[src/rtl/axi_w_fifo_drain_if.sv]
// AXI4 write-data (W) channel bundle between the FIFO drain (master) and the slave.
interface axi_w_fifo_drain_if #(
   parameter int DATA_W = 32,
   parameter int STRB_W = DATA_W/8
);
   logic [DATA_W-1:0] WDATA;
   logic [STRB_W-1:0] WSTRB;
   logic              WLAST;
   logic              WVALID;
   logic              WREADY;

   modport master (output WDATA, WSTRB, WLAST, WVALID, input WREADY);
   modport slave  (input WDATA, WSTRB, WLAST, WVALID, output WREADY);
endinterface

[src/rtl/axi_w_fifo_drain.sv]
// Pops exactly one AXI W burst (len+1 packed beats) from an FWFT FIFO into a 2-entry skid buffer.
// Define WLAST_CHECK_EN to drive WLAST from the beat count and flag packed-WLAST mismatches.
module axi_w_fifo_drain #(
   parameter int DATA_W = 32,
   parameter int STRB_W = DATA_W/8,
   parameter int PKT_W  = DATA_W+STRB_W+1,
   parameter int LEN_W  = 4
) (
   input  logic               ACLK,
   input  logic               ARESETn,
   input  logic [PKT_W-1:0]   fifo_rdata,
   input  logic               fifo_rempty,
   output logic               fifo_rpop,
   input  logic               bl_valid,
   input  logic [LEN_W-1:0]   bl_len,
   output logic               bl_ready,
   axi_w_fifo_drain_if.master w,
   output logic               burst_done,
   output logic               wlast_err
);
   typedef enum logic {S_IDLE, S_BURST} state_t;

   localparam logic [LEN_W:0] CNT_ONE = {{LEN_W{1'b0}}, 1'b1};

   state_t           r_state;
   logic [LEN_W-1:0] r_len;
   logic [LEN_W:0]   r_pop_cnt;
   logic [LEN_W:0]   r_beat_cnt;
   logic [1:0]       r_cnt;
   logic [PKT_W-1:0] r_buf0;
   logic [PKT_W-1:0] r_buf1;

   logic w_valid;
   logic w_hs;
   logic w_is_last;
   logic w_last_hs;

   assign bl_ready   = (r_state == S_IDLE);
   assign w_valid    = (r_cnt != 2'd0);
   assign w_hs       = w_valid && w.WREADY;
   assign w_is_last  = (r_beat_cnt == {1'b0, r_len});
   assign w_last_hs  = w_hs && w_is_last;
   assign burst_done = w_last_hs;

   // Never fetch past the burst's last beat, so the next burst's data stays in the FIFO.
   assign fifo_rpop  = (r_state == S_BURST) && !fifo_rempty && (r_cnt < 2'd2) &&
                       (r_pop_cnt <= {1'b0, r_len});

   assign w.WVALID   = w_valid;
   assign w.WDATA    = r_buf0[PKT_W-1 -: DATA_W];
   assign w.WSTRB    = r_buf0[STRB_W:1];

   always_ff @(posedge ACLK or negedge ARESETn) begin
      if (!ARESETn) begin
         r_state    <= S_IDLE;
         r_len      <= '0;
         r_pop_cnt  <= '0;
         r_beat_cnt <= '0;
         r_cnt      <= 2'd0;
         r_buf0     <= '0;
         r_buf1     <= '0;
      end else begin
         case (r_state)
            S_IDLE: begin
               if (bl_valid) begin
                  r_len      <= bl_len;
                  r_pop_cnt  <= '0;
                  r_beat_cnt <= '0;
                  r_state    <= S_BURST;
               end
            end
            S_BURST: begin
               if (fifo_rpop) r_pop_cnt <= r_pop_cnt + CNT_ONE;
               if (w_hs)      r_beat_cnt <= r_beat_cnt + CNT_ONE;
               if (w_last_hs) r_state <= S_IDLE;
            end
            default: r_state <= S_IDLE;
         endcase

         // Head is r_buf0; a simultaneous pop and retire keeps occupancy for 1 beat/cycle.
         case ({fifo_rpop, w_hs})
            2'b10: begin
               if (r_cnt == 2'd0) r_buf0 <= fifo_rdata;
               else               r_buf1 <= fifo_rdata;
               r_cnt <= r_cnt + 2'd1;
            end
            2'b01: begin
               r_buf0 <= r_buf1;
               r_cnt  <= r_cnt - 2'd1;
            end
            2'b11: begin
               if (r_cnt == 2'd2) begin
                  r_buf0 <= r_buf1;
                  r_buf1 <= fifo_rdata;
               end else begin
                  r_buf0 <= fifo_rdata;
               end
            end
            default: ;
         endcase
      end
   end

`ifdef WLAST_CHECK_EN
   logic r_wlast_err;

   always_ff @(posedge ACLK or negedge ARESETn) begin
      if (!ARESETn)
         r_wlast_err <= 1'b0;
      else if (w_hs && (r_buf0[0] != w_is_last))
         r_wlast_err <= 1'b1;
   end

   assign wlast_err = r_wlast_err;
   assign w.WLAST   = w_valid && w_is_last;
`else
   assign wlast_err = 1'b0;
   assign w.WLAST   = r_buf0[0];
`endif
endmodule

[src/flat_wrapper.sv]
// flat-port wrapper written by rule: the top's interface ports become plain ports
module axi_w_fifo_drain_flat 
#(
   parameter int DATA_W = 32,
   parameter int STRB_W = DATA_W/8,
   parameter int PKT_W  = DATA_W+STRB_W+1,
   parameter int LEN_W  = 4
)
  (ACLK, ARESETn, fifo_rdata, fifo_rempty, fifo_rpop, bl_valid, bl_len, bl_ready, burst_done, wlast_err, w_WDATA, w_WSTRB, w_WLAST, w_WVALID, w_WREADY);
  axi_w_fifo_drain_if #(.DATA_W(DATA_W), .STRB_W(STRB_W)) w_i ();
  input  logic ACLK;
  input  logic ARESETn;
  input  logic [PKT_W-1:0] fifo_rdata;
  input  logic fifo_rempty;
  output logic fifo_rpop;
  input  logic bl_valid;
  input  logic [LEN_W-1:0] bl_len;
  output logic bl_ready;
  output logic burst_done;
  output logic wlast_err;
  output wire logic [$bits(w_i.WDATA)-1:0] w_WDATA;
  output wire logic [$bits(w_i.WSTRB)-1:0] w_WSTRB;
  output wire logic [$bits(w_i.WLAST)-1:0] w_WLAST;
  output wire logic [$bits(w_i.WVALID)-1:0] w_WVALID;
  input wire logic [$bits(w_i.WREADY)-1:0] w_WREADY;
  assign w_WDATA = w_i.WDATA;
  assign w_WSTRB = w_i.WSTRB;
  assign w_WLAST = w_i.WLAST;
  assign w_WVALID = w_i.WVALID;
  assign w_i.WREADY = w_WREADY;
  axi_w_fifo_drain #(.DATA_W(DATA_W), .STRB_W(STRB_W), .PKT_W(PKT_W), .LEN_W(LEN_W)) u_core (.ACLK(ACLK), .ARESETn(ARESETn), .fifo_rdata(fifo_rdata), .fifo_rempty(fifo_rempty), .fifo_rpop(fifo_rpop), .bl_valid(bl_valid), .bl_len(bl_len), .bl_ready(bl_ready), .w(w_i), .burst_done(burst_done), .wlast_err(wlast_err));
endmodule
[config.mk]
export PLATFORM = sky130hd
export DESIGN_NAME = axi_w_fifo_drain_flat
export DESIGN_NICKNAME = d
export VERILOG_FILES = /design/src/rtl/axi_w_fifo_drain_if.sv /design/src/rtl/axi_w_fifo_drain.sv /design/src/flat_wrapper.sv
export SDC_FILE = /design/constraint.sdc
export NUM_CORES = 1
export LEC_CHECK = 0
export CAP_MARGIN = 15
export CORE_ASPECT_RATIO = 1.4
export CORE_MARGIN = 3
export CORE_UTILIZATION = 35
export DETAILED_ROUTE_END_ITERATION = 10
export PLACE_DENSITY = 0.55
export SYNTH_ARGS = -nofsm -noshare
export SYNTH_HDL_FRONTEND = slang
export SYNTH_SLANG_ARGS = --single-unit
[constraint.sdc]
create_clock -name ACLK -period 5.2 [get_ports ACLK]
set_input_delay 1.04 -clock ACLK [delete_from_list [all_inputs] [get_ports ACLK]]
set_output_delay 1.04 -clock ACLK [all_outputs]
set_load 0.02 [all_outputs]
==> flow_metrics.tcl <==
set metrics [dict create \
    slowest_delay_ns 0.62 \
    rsz0062_at_grt "false" \
    synth_top_cell_area_share_pct 51.4 \
    first_global_vias 2978 \
    crit_type "reg -> out" \
    path_buf_inv 2 \
    setup_violations 0 \
    startpoint_type "register" \
    htreeDepth 3 \
    detail_route.wl_per_cell_um 16.4 \
    pwr_density_cell_nw_per_um2 666 \
    post-route-period-util_pct 74.5 \
    relSlewSlack_pct 42.5 \
    synthesis.area_um2 4430 \
    synth_seq_cells 91 \
    ctsResizeCount 0 \
    postCtsSetupBuffers 0 \
    finClkSkew_ns 0.0104 \
    clkSlewWorstSetupHoldPaths_ns 0.06 \
    drt_wl_total_um 8950 \
    drive_above_1_share_pct 32.5 \
    core_um2 12400 \
    vias 2756 \
    portBuffers 86 \
    syn-num-nets 367 \
    grt_pass1_wl_um 15000 \
    cap_viol_max_count 0 \
    final_area_um2 5600 \
    diodes 0 \
    synth_edf_count 0 \
    status "finished clean" \
    pre_cts_ws_ns 1.32 \
    hold_class "reg -> reg" \
    async_flop_share_pct 100 \
    antenna_left 0 \
    required_ns 4.16 \
    antenna_found_initial 0 \
    die_h_um 139 \
    boundaryPins 88 \
    syn_inst 312 \
    instances_no_fill 547 \
    seq_area_frac_synth_pct 51.4 \
    grt_use_total_pct 13.4 \
    ys_types 41 \
    cts_tree "built" \
    worstMarginPinSlew_ns 0.863 \
    placed_cell_area_um2 5280 \
    cpMaxStageDelayCell "clkdlybuf4s50_1" \
    clk-insertion-delay-late_ns 0.33 \
    drcViolationCount 0 \
    post-dp-hpwl_um 5880 \
    grt_max_degree 47 \
    cts.sinks 91 \
    ys.flop_type "dfrtp_1" \
    fin_util_pct 45.2 \
    crit_fanout 5 \
    drt_pass1_iterations 4 \
    peakVddDrop_uv 272 \
    start_util_pct 35.8 \
    rows 48 \
    syn_to_final_growth_pct 26.5 \
    slew_violations 0 \
    cts_hold_buf 0 \
    cts-root-buf "clkbuf_16" \
    setup_tns_ns 0 \
    max_freq_mhz 258 \
    synth_area_leader_cell "dfrtp_1" \
    gp_congestion 0.802 \
    min_period_ns 3.88 \
    fin_ws_ns 1.32 \
    first_iter_violations 79 \
    cts_made_buffers 9 \
    p_leak_uw 0.00252 \
    post_drt_via_cell_ratio 5.04 \
    die_area_um2 14100 \
    cpLargestDelayFamily "buffers and inverters" \
    nets 448 \
    hold_violations 0 \
    path_cells "ha_1, and4b_1, a2111oi_4, o21ai_1, inv_1, clkdlybuf4s50_1" \
    die_w_um 101 \
    syn_area_per_cell_um2 14.2 \
    grt_overflow 0 \
    endpoint_kind "output pin" \
    yosys_warnings 0 \
    crit_arrival_ns 2.84 \
    clock_path_buffers 2 \
    synthTopCellsByArea "dfrtp_1 (51%), mux2_2 (11%), mux2_4 (11%)" \
    placedCellCount 532 \
]
[stage by stage]
stage	hold slack [ns]	power, µW
after floorplan	0.473	2620
after global routing	0.517	3970
after global placement	0.490	3050
after detailed placement	0.491	3070
after CTS	0.510	3790
final	0.506	3730
[layer usage]
layer,vias to the layer above,GRT usage [%],routed length [µm]
met5,-,0,0
met4,0,5.18,134
met3,11,2.92,371
met2,58,22.8,4620
met1,1395,16.4,3820
li1,1292,-,-
[layout make-up]
cell class              instances  area (µm²)
multi-input cells             194        1910
clock buffers                  11         243
well taps                     150         188
flip-flops and latches         91        2280
repair buffers                 88         873
clock inverters                 4        73.8
fillers                      1148        6770
inverters                       9        36.3
[registers in the layout, indices dropped and copies added, names as in the netlist]
signal	cells
u_core.r_beat_cnt	5
u_core.r_pop_cnt	5
u_core.r_cnt	2
u_core.r_buf1	37
u_core.r_buf0	37
u_core.r_state	1
u_core.r_len	4
[worst paths after layout]
path	from	endpoint	slack [ns]	cells past startpoint
worst min register to register	u_core.r_buf0[1]	u_core.r_buf0[1]	0.51	1
max in group asynchronous	ARESETn	u_core.r_buf1[23]	3.42	2
worst min-delay path	u_core.r_buf0[1]	u_core.r_buf0[1]	0.51	1
worst max-delay path	u_core.r_pop_cnt[3]	fifo_rpop	1.32	6
worst max register to register	u_core.r_pop_cnt[3]	u_core.r_buf1[15]	1.72	9
min in group asynchronous	ARESETn	u_core.r_buf0[22]	0.70	1
[kinds of logic (layout without fill, tap and decap cells)]
| group | Yosys count | in the layout | share of synthesized area [%] |
|---|---|---|---|
| AND/OR/NAND/NOR | 38 | 38 | 4.35 |
| multiplexers | 79 | 79 | 22.6 |
| other | 1 | 1 | 0.0847 |
| XOR/XNOR | 9 | 9 | 1.78 |
| flip-flops | 91 | 91 | 51.4 |
| adder cells (fa/ha/maj) | 9 | 9 | 2.54 |
| buffers and inverters | 27 | 112 | 5.51 |
| AO/OA/AOI/OAI | 58 | 58 | 11.7 |
[cell usage in the layout, fill, tap and decap left out, types with 2 or more instances in the layout]
master,instances
dfrtp_1,91
clkdlybuf4s50_1,85
mux2_2,44
mux2_4,31
a22o_2,28
nand2_1,17
o21ai_0,11
a22o_1,9
ha_1,9
clkbuf_16,9
inv_1,8
nand3_1,5
xnor2_1,5
xor2_1,4
mux2i_1,4
nor3_1,3
o211ai_1,3
buf_4,3
nand4_1,2
nor2b_1,2
nor2_1,2
bufinv_16,2
[cells in the mapped netlist, types with 2 or more instances]
cell and count:
dfrtp_1 91, mux2_2 44, mux2_4 31, a22o_2 28, nand2_1 17, o21ai_0 11
a22o_1 9, ha_1 9, inv_1 8, buf_6 5, nand3_1 5, xnor2_1 5
buf_12 4, buf_2 4, mux2i_1 4, xor2_1 4, nor3_1 3, o211ai_1 3
clkbuf_8 2, nand4_1 2, nor2_1 2, nor2b_1 2
[report_power, final]
group | switching [µW] | internal, µW | total (µW)
Sequential | 208 | 1060 | 1260
Clock | 266 | 433 | 699
Combinational | 769 | 998 | 1770
Total | 1240 | 2490 | 3730
Note: power is estimated with default switching activity, not from simulation.
